$ cat src/rtl/pc_redirect_ctrl_if.sv
// pc_redirect_ctrl_if: fetch-redirect bus between the pipeline (master) and the next-PC sequencer (slave).
interface pc_redirect_ctrl_if;
  logic [31:0] pc_cur, branch_target, isr_pc, ret_pc, pc_next, epc_out;
  logic im_stall, dm_stall, branch_taken, irq_req, mret_req;
  logic pc_write_en, flush_if_id, flush_id_ex, irq_ack, epc_we, in_isr;
  modport master (
    output pc_cur, im_stall, dm_stall, branch_taken, branch_target, irq_req, isr_pc, mret_req, ret_pc,
    input  pc_next, pc_write_en, flush_if_id, flush_id_ex, irq_ack, epc_we, epc_out, in_isr
  );
  modport slave (
    input  pc_cur, im_stall, dm_stall, branch_taken, branch_target, irq_req, isr_pc, mret_req, ret_pc,
    output pc_next, pc_write_en, flush_if_id, flush_id_ex, irq_ack, epc_we, epc_out, in_isr
  );
endinterface

$ cat src/rtl/pc_redirect_ctrl.sv
// pc_redirect_ctrl: next-PC sequencer (branch/trap/return arbitration, stall-held redirects).
// Optional PC_REDIR_STATS_EN adds saturating redirect/trap counters.
module pc_redirect_ctrl #(
  parameter logic [31:0] RESET_PC = 32'h0000_0000,
  parameter logic [31:0] PC_STEP  = 32'd4
) (
  input logic clk,
  input logic reset,
  pc_redirect_ctrl_if.slave bus
`ifdef PC_REDIR_STATS_EN
  , output logic [31:0] redir_cnt_o
  , output logic [15:0] trap_cnt_o
`endif
);
  typedef enum logic [1:0] {IDLE, DRAIN, ISR} state_t;
  state_t state_q, state_d;
  logic pend_v_q;
  logic [31:0] pend_tgt_q, epc_q, epc_d, pc_d;
  logic stall, trap, ret, redir;
  assign stall = bus.im_stall | bus.dm_stall;
  assign trap  = !stall && ((state_q == IDLE && bus.irq_req) || state_q == DRAIN);
  assign ret   = !stall && state_q == ISR && bus.mret_req;
  assign redir = !stall && (trap || ret || pend_v_q || bus.branch_taken);
  // EPC points at the oldest not-yet-applied control-flow target
  assign epc_d = pend_v_q ? pend_tgt_q : bus.branch_taken ? bus.branch_target : bus.pc_cur;
  assign pc_d  = trap ? bus.isr_pc : ret ? bus.ret_pc : pend_v_q ? pend_tgt_q :
                 bus.branch_taken ? bus.branch_target : bus.pc_cur + PC_STEP;
  always_comb begin
    state_d = state_q;
    if (trap) state_d = ISR;
    else if (ret) state_d = IDLE;
    else if (state_q == IDLE && bus.irq_req && stall) state_d = DRAIN;
  end
  assign bus.pc_next     = reset ? RESET_PC : pc_d;
  assign bus.pc_write_en = !reset && !stall;
  assign bus.flush_if_id = !reset && redir;
  assign bus.flush_id_ex = !reset && redir;
  assign bus.irq_ack     = !reset && trap;
  assign bus.epc_we      = !reset && trap;
  assign bus.epc_out     = epc_q;
  assign bus.in_isr      = state_q == ISR;
  always_ff @(posedge clk or posedge reset) begin
    if (reset) begin
      state_q    <= IDLE;
      pend_v_q   <= 1'b0;
      pend_tgt_q <= '0;
      epc_q      <= RESET_PC;
    end else begin
      state_q  <= state_d;
      pend_v_q <= stall && (pend_v_q || bus.branch_taken);
      if (stall && !pend_v_q && bus.branch_taken) pend_tgt_q <= bus.branch_target;
      if (trap) epc_q <= epc_d;
    end
  end
`ifdef PC_REDIR_STATS_EN
  always_ff @(posedge clk or posedge reset) begin
    if (reset) begin
      redir_cnt_o <= '0;
      trap_cnt_o  <= '0;
    end else begin
      if (redir && !(&redir_cnt_o)) redir_cnt_o <= redir_cnt_o + 32'd1;
      if (trap && !(&trap_cnt_o)) trap_cnt_o <= trap_cnt_o + 16'd1;
    end
  end
`endif
endmodule

$ cat src/flat_wrapper.sv
// flat-port wrapper written by rule: the top's interface ports become plain ports
module pc_redirect_ctrl_flat 
#(
  parameter logic [31:0] RESET_PC = 32'h0000_0000,
  parameter logic [31:0] PC_STEP  = 32'd4
)
  (clk, reset, bus_pc_cur, bus_im_stall, bus_dm_stall, bus_branch_taken, bus_branch_target, bus_irq_req, bus_isr_pc, bus_mret_req, bus_ret_pc, bus_pc_next, bus_pc_write_en, bus_flush_if_id, bus_flush_id_ex, bus_irq_ack, bus_epc_we, bus_epc_out, bus_in_isr);
  pc_redirect_ctrl_if bus_i ();
  input logic clk;
  input logic reset;
  input wire logic [$bits(bus_i.pc_cur)-1:0] bus_pc_cur;
  input wire logic [$bits(bus_i.im_stall)-1:0] bus_im_stall;
  input wire logic [$bits(bus_i.dm_stall)-1:0] bus_dm_stall;
  input wire logic [$bits(bus_i.branch_taken)-1:0] bus_branch_taken;
  input wire logic [$bits(bus_i.branch_target)-1:0] bus_branch_target;
  input wire logic [$bits(bus_i.irq_req)-1:0] bus_irq_req;
  input wire logic [$bits(bus_i.isr_pc)-1:0] bus_isr_pc;
  input wire logic [$bits(bus_i.mret_req)-1:0] bus_mret_req;
  input wire logic [$bits(bus_i.ret_pc)-1:0] bus_ret_pc;
  output wire logic [$bits(bus_i.pc_next)-1:0] bus_pc_next;
  output wire logic [$bits(bus_i.pc_write_en)-1:0] bus_pc_write_en;
  output wire logic [$bits(bus_i.flush_if_id)-1:0] bus_flush_if_id;
  output wire logic [$bits(bus_i.flush_id_ex)-1:0] bus_flush_id_ex;
  output wire logic [$bits(bus_i.irq_ack)-1:0] bus_irq_ack;
  output wire logic [$bits(bus_i.epc_we)-1:0] bus_epc_we;
  output wire logic [$bits(bus_i.epc_out)-1:0] bus_epc_out;
  output wire logic [$bits(bus_i.in_isr)-1:0] bus_in_isr;
  assign bus_i.pc_cur = bus_pc_cur;
  assign bus_i.im_stall = bus_im_stall;
  assign bus_i.dm_stall = bus_dm_stall;
  assign bus_i.branch_taken = bus_branch_taken;
  assign bus_i.branch_target = bus_branch_target;
  assign bus_i.irq_req = bus_irq_req;
  assign bus_i.isr_pc = bus_isr_pc;
  assign bus_i.mret_req = bus_mret_req;
  assign bus_i.ret_pc = bus_ret_pc;
  assign bus_pc_next = bus_i.pc_next;
  assign bus_pc_write_en = bus_i.pc_write_en;
  assign bus_flush_if_id = bus_i.flush_if_id;
  assign bus_flush_id_ex = bus_i.flush_id_ex;
  assign bus_irq_ack = bus_i.irq_ack;
  assign bus_epc_we = bus_i.epc_we;
  assign bus_epc_out = bus_i.epc_out;
  assign bus_in_isr = bus_i.in_isr;
  pc_redirect_ctrl #(.RESET_PC(RESET_PC), .PC_STEP(PC_STEP)) u_core (.clk(clk), .reset(reset), .bus(bus_i));
endmodule
$ cat config.mk
export PLATFORM = sky130hd
export DESIGN_NAME = pc_redirect_ctrl_flat
export DESIGN_NICKNAME = d
export VERILOG_FILES = /design/src/rtl/pc_redirect_ctrl_if.sv /design/src/rtl/pc_redirect_ctrl.sv /design/src/flat_wrapper.sv
export SDC_FILE = /design/constraint.sdc
export NUM_CORES = 1
export LEC_CHECK = 0
export ABC_AREA = 1
export BUFFER_PORTS_ARGS = -buffer_cell sky130_fd_sc_hd__clkbuf_2
export CAP_MARGIN = 20
export CELL_PAD_IN_SITES_DETAIL_PLACEMENT = 2
export CELL_PAD_IN_SITES_GLOBAL_PLACEMENT = 2
export CORE_UTILIZATION = 26
export CTS_BUF_LIST = sky130_fd_sc_hd__clkbuf_2
export DETAILED_ROUTE_END_ITERATION = 6
export PLACE_DENSITY = 0.87
export SLEW_MARGIN = 20
export SYNTH_ARGS = -nofsm -noshare
export SYNTH_HDL_FRONTEND = slang
export SYNTH_SLANG_ARGS = --single-unit
export TNS_END_PERCENT = 10
$ cat constraint.sdc
create_clock -name clk -period 3.51 [get_ports clk]
set_clock_uncertainty 0.15 [all_clocks]
set_input_delay 0.1755 -clock clk [delete_from_list [all_inputs] [get_ports clk]]
set_output_delay 0.1755 -clock clk [all_outputs]
set_load 0.01 [all_outputs]
# --- After elaboration in Yosys (flattened, before gate mapping) ---
# Cells that the tools add are included.
totals:
  wordCells: 40
  register_bits: 67
  mem_count: 0
  inputBits: 135
  ramBits: 0
  romBits: 0
  output_inout_bits: 70
  latchBits: 0
op_classes:
  n_reduce_logical: 22
  n_eq_ne: 2
  n_bitwise: 1
  n_div: 0
  n_addsub: 1
  magnitude_cmp: 0
  mux: 10
  mul: 0
  shifts: 0
ops:
  columns: ["operator", "count"]
  rows:
  - ["$mux 32", 7]
  - ["$add 32x3->32 const B", 1]
  - ["$logic_and 1x1->1", 12]
  - ["$mux 2", 3]
  - ["$logic_or 1x1->1", 5]
  - ["$logic_not 1->1", 3]
  - ["$reduce_bool 3->1", 1]
  - ["$eq 2x1->1 const B", 1]
  - ["$eq 2x2->1 const B", 1]
  - ["$logic_not 2->1", 1]
  - ["$or 1x1->1", 1]

# --- Longest topological paths before layout ---
logic_depth:
  ltp_word: 9
  mapped_depth: 11
  depth_no_buf: 11

# --- Worst setup path before layout ---
# OpenSTA, ideal clock, no wires.
synth_timing:
  path_kind: "in2out"
  startpoint: "input reset"
  endpoint: "output bus_pc_next[22]"
  required_time_ps: 3184
  setup_slack_ps: 208
  cell_stages: 4
  n_path_buf: 1
  arrival_time_ps: 2976
  path_cell_list: "inv_1 -> clkbuf_1 -> o21ai_0 -> a21oi_1"
synth_via:
  elab_chain_len: 1
synth_lines:
  columns: ["item", "line_no", "source"]
  rows:
  - ["from (decl)", "flat_wrapper.sv:10", "input logic reset;"]
  - ["$mux 32", "pc_redirect_ctrl.sv:34", "assign bus.pc_next = reset ? RESET_PC : pc_d;"]
  - ["to (decl)", "flat_wrapper.sv:20", "output wire logic [$bits(bus_i.pc_next)-1:0] bus_pc_next;"]
# Every way passes these cells.

# --- Final worst setup path ---
layout_timing:
  startpoint: "register u_core.pend_v_q"
  endpoint: "output bus_pc_next[3]"
layout_via:
  elab_chain_len: 4
layout_lines:
  columns: ["item", "line_no", "source"]
  rows:
  - ["from (decl)", "pc_redirect_ctrl.sv:17", "logic pend_v_q;"]
  - ["from (signal assigned)", "pc_redirect_ctrl.sv:50", "pend_v_q <= stall && (pend_v_q || bus.branch_taken);"]
  - ["$mux 32 (3 in series)", "pc_redirect_ctrl.sv:26", "assign pc_d = trap ? bus.isr_pc : ret ? bus.ret_pc : pend_v_q ? pend_tgt_q :"]
  - ["$mux 32", "pc_redirect_ctrl.sv:34", null]
# Every way passes these cells.

==> results.md <==
* CP max FO at 17
* Die Area at 0.0196 mm^2
* Worst vdd ir at 0.207 mV
* Vias in the first global route at 7,028
* Initial DRC count at 195
* First-pass GRT wire length at 39,300 um
* Vias per Instance at 5.16
* Synth area leaders: dfrtp_1, nand2_1, o21ai_0, nor2_1, mux2_2
* Yosys cell types at 38
* Layout net count at 1,120
* Post-DP HPWL at 18,500 um
* Largest area contributor in the netlist: dfrtp_1
* Number of setup violations in the final report at 0
* Leakage power at 3.45 nW
* Via count at 6,312
* Pwr dens at 452 mW/mm^2
* Final Hold Vio Count at 0
* Share of the synthesized area in the top cell type at 33.8%
* Sequential fraction of the synthesis area at 33.8%
* Root Buffer: clkbuf_2
* Slew margin rel. at 33.4%
* Sinks on Clock Net at 67
* # port buffers at 204
* Power, Total at 3.09 mW
* Final ANT Viol Nets at 0
* Max-cap violation count at 0
* Worst EP arrival at 2850 ps
* DRC at 0
* Clk buf depth at 2
* Avg Inst Size Synth at 6.71 um^2
* CTS H-tree depth at 3
* Post-CTS setup buffers at 0
* Crit path kind: flop to output port
* CP required at 3180 ps
* Minimum clock period after layout at 3170 ps
* Gpl congestion at 0.875
* Slew Limit Fails at 0
* CP startpoint kind: flop
* Post-layout util at 36.5%
* Status: finished clean
* FMAX at 315 MHz
* Ports at 205
* Row cnt at 50
* RSZ-0062 raised after global routing: false
* Crit. End Element: output port
* Initial antenna violation count at 0
* Layout cells sized above 1 at 27.8%
* All-Layer GR Usage at 26.4%
* Setup TNS at 0 ps
* Worst Tran Pin Value at 998 ps
* Post-Synthesis Cells at 738
* Total Wirelength at 25,500 um
* Skew-Pair Late Insertion Delay at 600 ps
* Post-synth net total at 874
* Die Y at 140 um
* Drt first pass iters at 4
* Antenna cells at 0
* Area Growth Syn to Fin at 37.9%
* Clock buffer count from CTS at 9
* CTS tree: built
* Tcrit/Tclk final at 90.4%
* Effective utilization at floorplan at 26.5%
* Min-delay worst type: input port to flop
* Yosys reg bits at 67
* Remaining global-route overflow at 0
* Total core area at 0.0187 mm^2
* Ys Warns at 0
* Largest net degree at the start of global routing at 72
* Synthesized area at 0.00495 mm^2
* Clock transition at the registers of the reported paths at 210 ps
* Routed len/inst at 20.8 um
* Die width at 140 um
[report_power, final]
| group | leakage (nW) | internal (mW) | total [mW] | switching [mW] |
|---|---|---|---|---|
| registers | 0.806 | 1.04 | 1.23 | 0.189 |
| clock network | 0.0559 | 0.0891 | 0.406 | 0.317 |
| logic | 2.58 | 0.592 | 1.45 | 0.856 |
[registers in the layout, summed over array words and instances (netlist names)]
signal / cells
u_core.state_q: 2
u_core.pend_v_q: 1
u_core.bus.epc_out: 32
u_core.pend_tgt_q: 32
[synthesized netlist by cell type, drive strengths merged]
library cell,count
a2bb2oi,5
or2,2
o2111ai,1
mux2,26
a22oi,1
o31ai,10
ha,1
o21a,4
dfrtp,67
a21oi,41
nor2,110
nand2,198
o211a,1
nor3,7
a311oi,1
buf,29
o21ai,78
nand4,8
o211ai,3
nand3,56
nand3b,5
o221ai,1
clkbuf,12
o22ai,13
inv,58
[path summary, 6_finish.rpt]
kind,startpoint,end,slack [ps],cells after the start
min in group asynchronous,reset,u_core.bus.epc_out[27],70,4
max in group asynchronous,reset,u_core.bus.epc_out[20],2080,5
worst min-delay path,bus_pc_cur[21],u_core.bus.epc_out[21],40,5
worst max register to register,u_core.pend_v_q,u_core.bus.epc_out[0],1160,8
worst min register to register,u_core.bus.epc_out[25],u_core.bus.epc_out[25],360,2
worst max-delay path,u_core.pend_v_q,bus_pc_next[3],340,9
[kinds of logic after synthesis]
family	Yosys count	synth area share [%]
DFF	67	33.8
buffers and inverters	99	8.71
AOI/OAI and AO/OA	159	18.0
and+or+nand+nor	386	33.3
adders and majority gates	1	0.253
muxes	26	5.91
[worst max-delay path, stage by stage (launching register included)]
cell,delay (ps)
dfrtp_1,490
inv_1,100
buf_4,240
nand2_2,250
inv_1,510
nand2_1,110
nand3_1,120
nor2_1,50
o21ai_0,200
clkbuf_2,180
[cells in the final DEF, fill, tap and decap left out]
cell type | netlist | layout
clkinv_1 | 0 | 4
inv_4 | 1 | 1
or2_1 | 1 | 1
inv_2 | 2 | 2
nand2_2 | 2 | 3
dfrtp_1 | 67 | 67
o21ai_0 | 72 | 72
nand3b_1 | 5 | 5
or2_2 | 1 | 1
nor2_8 | 1 | 1
dlygate4sd3_1 | 0 | 63
nand3_1 | 55 | 55
nor2_1 | 96 | 96
a22oi_1 | 1 | 1
o31ai_1 | 10 | 10
o22ai_1 | 13 | 13
inv_1 | 55 | 54
o211a_1 | 1 | 1
o2111ai_1 | 1 | 1
clkbuf_2 | 0 | 215
nor2_2 | 11 | 11
nand2_4 | 1 | 1
a21oi_1 | 41 | 41
nor2_4 | 2 | 2
buf_4 | 8 | 9
nand4_1 | 8 | 8
o221ai_1 | 1 | 1
mux2_2 | 26 | 26
o21ai_1 | 6 | 6
ha_1 | 1 | 1
clkinv_2 | 0 | 2
a311oi_1 | 1 | 1
a2bb2oi_1 | 5 | 5
o211ai_1 | 3 | 3
nand2_1 | 195 | 194
nor3_1 | 7 | 7
o21a_1 | 4 | 4
nand3_2 | 1 | 1
[area by class of cell]
cell class / instances / area [um^2]
fill: 2274 / 11900
multi-input combinational: 572 / 2850
timing repair buffer: 276 / 1720
sequential: 67 / 1680
tap: 234 / 293
inverter: 58 / 221
clock buffer: 11 / 55.1
clock inverter: 5 / 20.0
[per-stage QoR]
step | hold WS (ps) | cell area [um^2] | setup slack (ps) | std cells
2_1_floorplan | 172 | 4950 | 208 | 738
3_3_place_gp | 140 | 6130 | 1100 | 1144
3_5_place_dp | 147 | 6130 | 1030 | 1144
4_1_cts | 5.29 | 6830 | 307 | 1223
5_1_grt | 31.6 | 6830 | 144 | 1223
6_report | 38.4 | 6830 | 336 | 1223
[repair_timing]
item                                   in CTS  in global routing
endpoints found under the hold margin      81                  0
gates resized for setup                     0                  0
hold buffers                               63                  0
[routing by layer]
layer | track usage [%] | up-vias | routed length [um] | share of wire, %
li1 | - | 2943 | - | -
met4 | 9.77 | 0 | 752 | 3.0
met3 | 4.21 | 38 | 1040 | 4.1
met1 | 29.8 | 3148 | 10300 | 41
met2 | 49.6 | 183 | 13400 | 52
met5 | 0 | - | 0 | 0
Power figures use the tool's default switching activity.
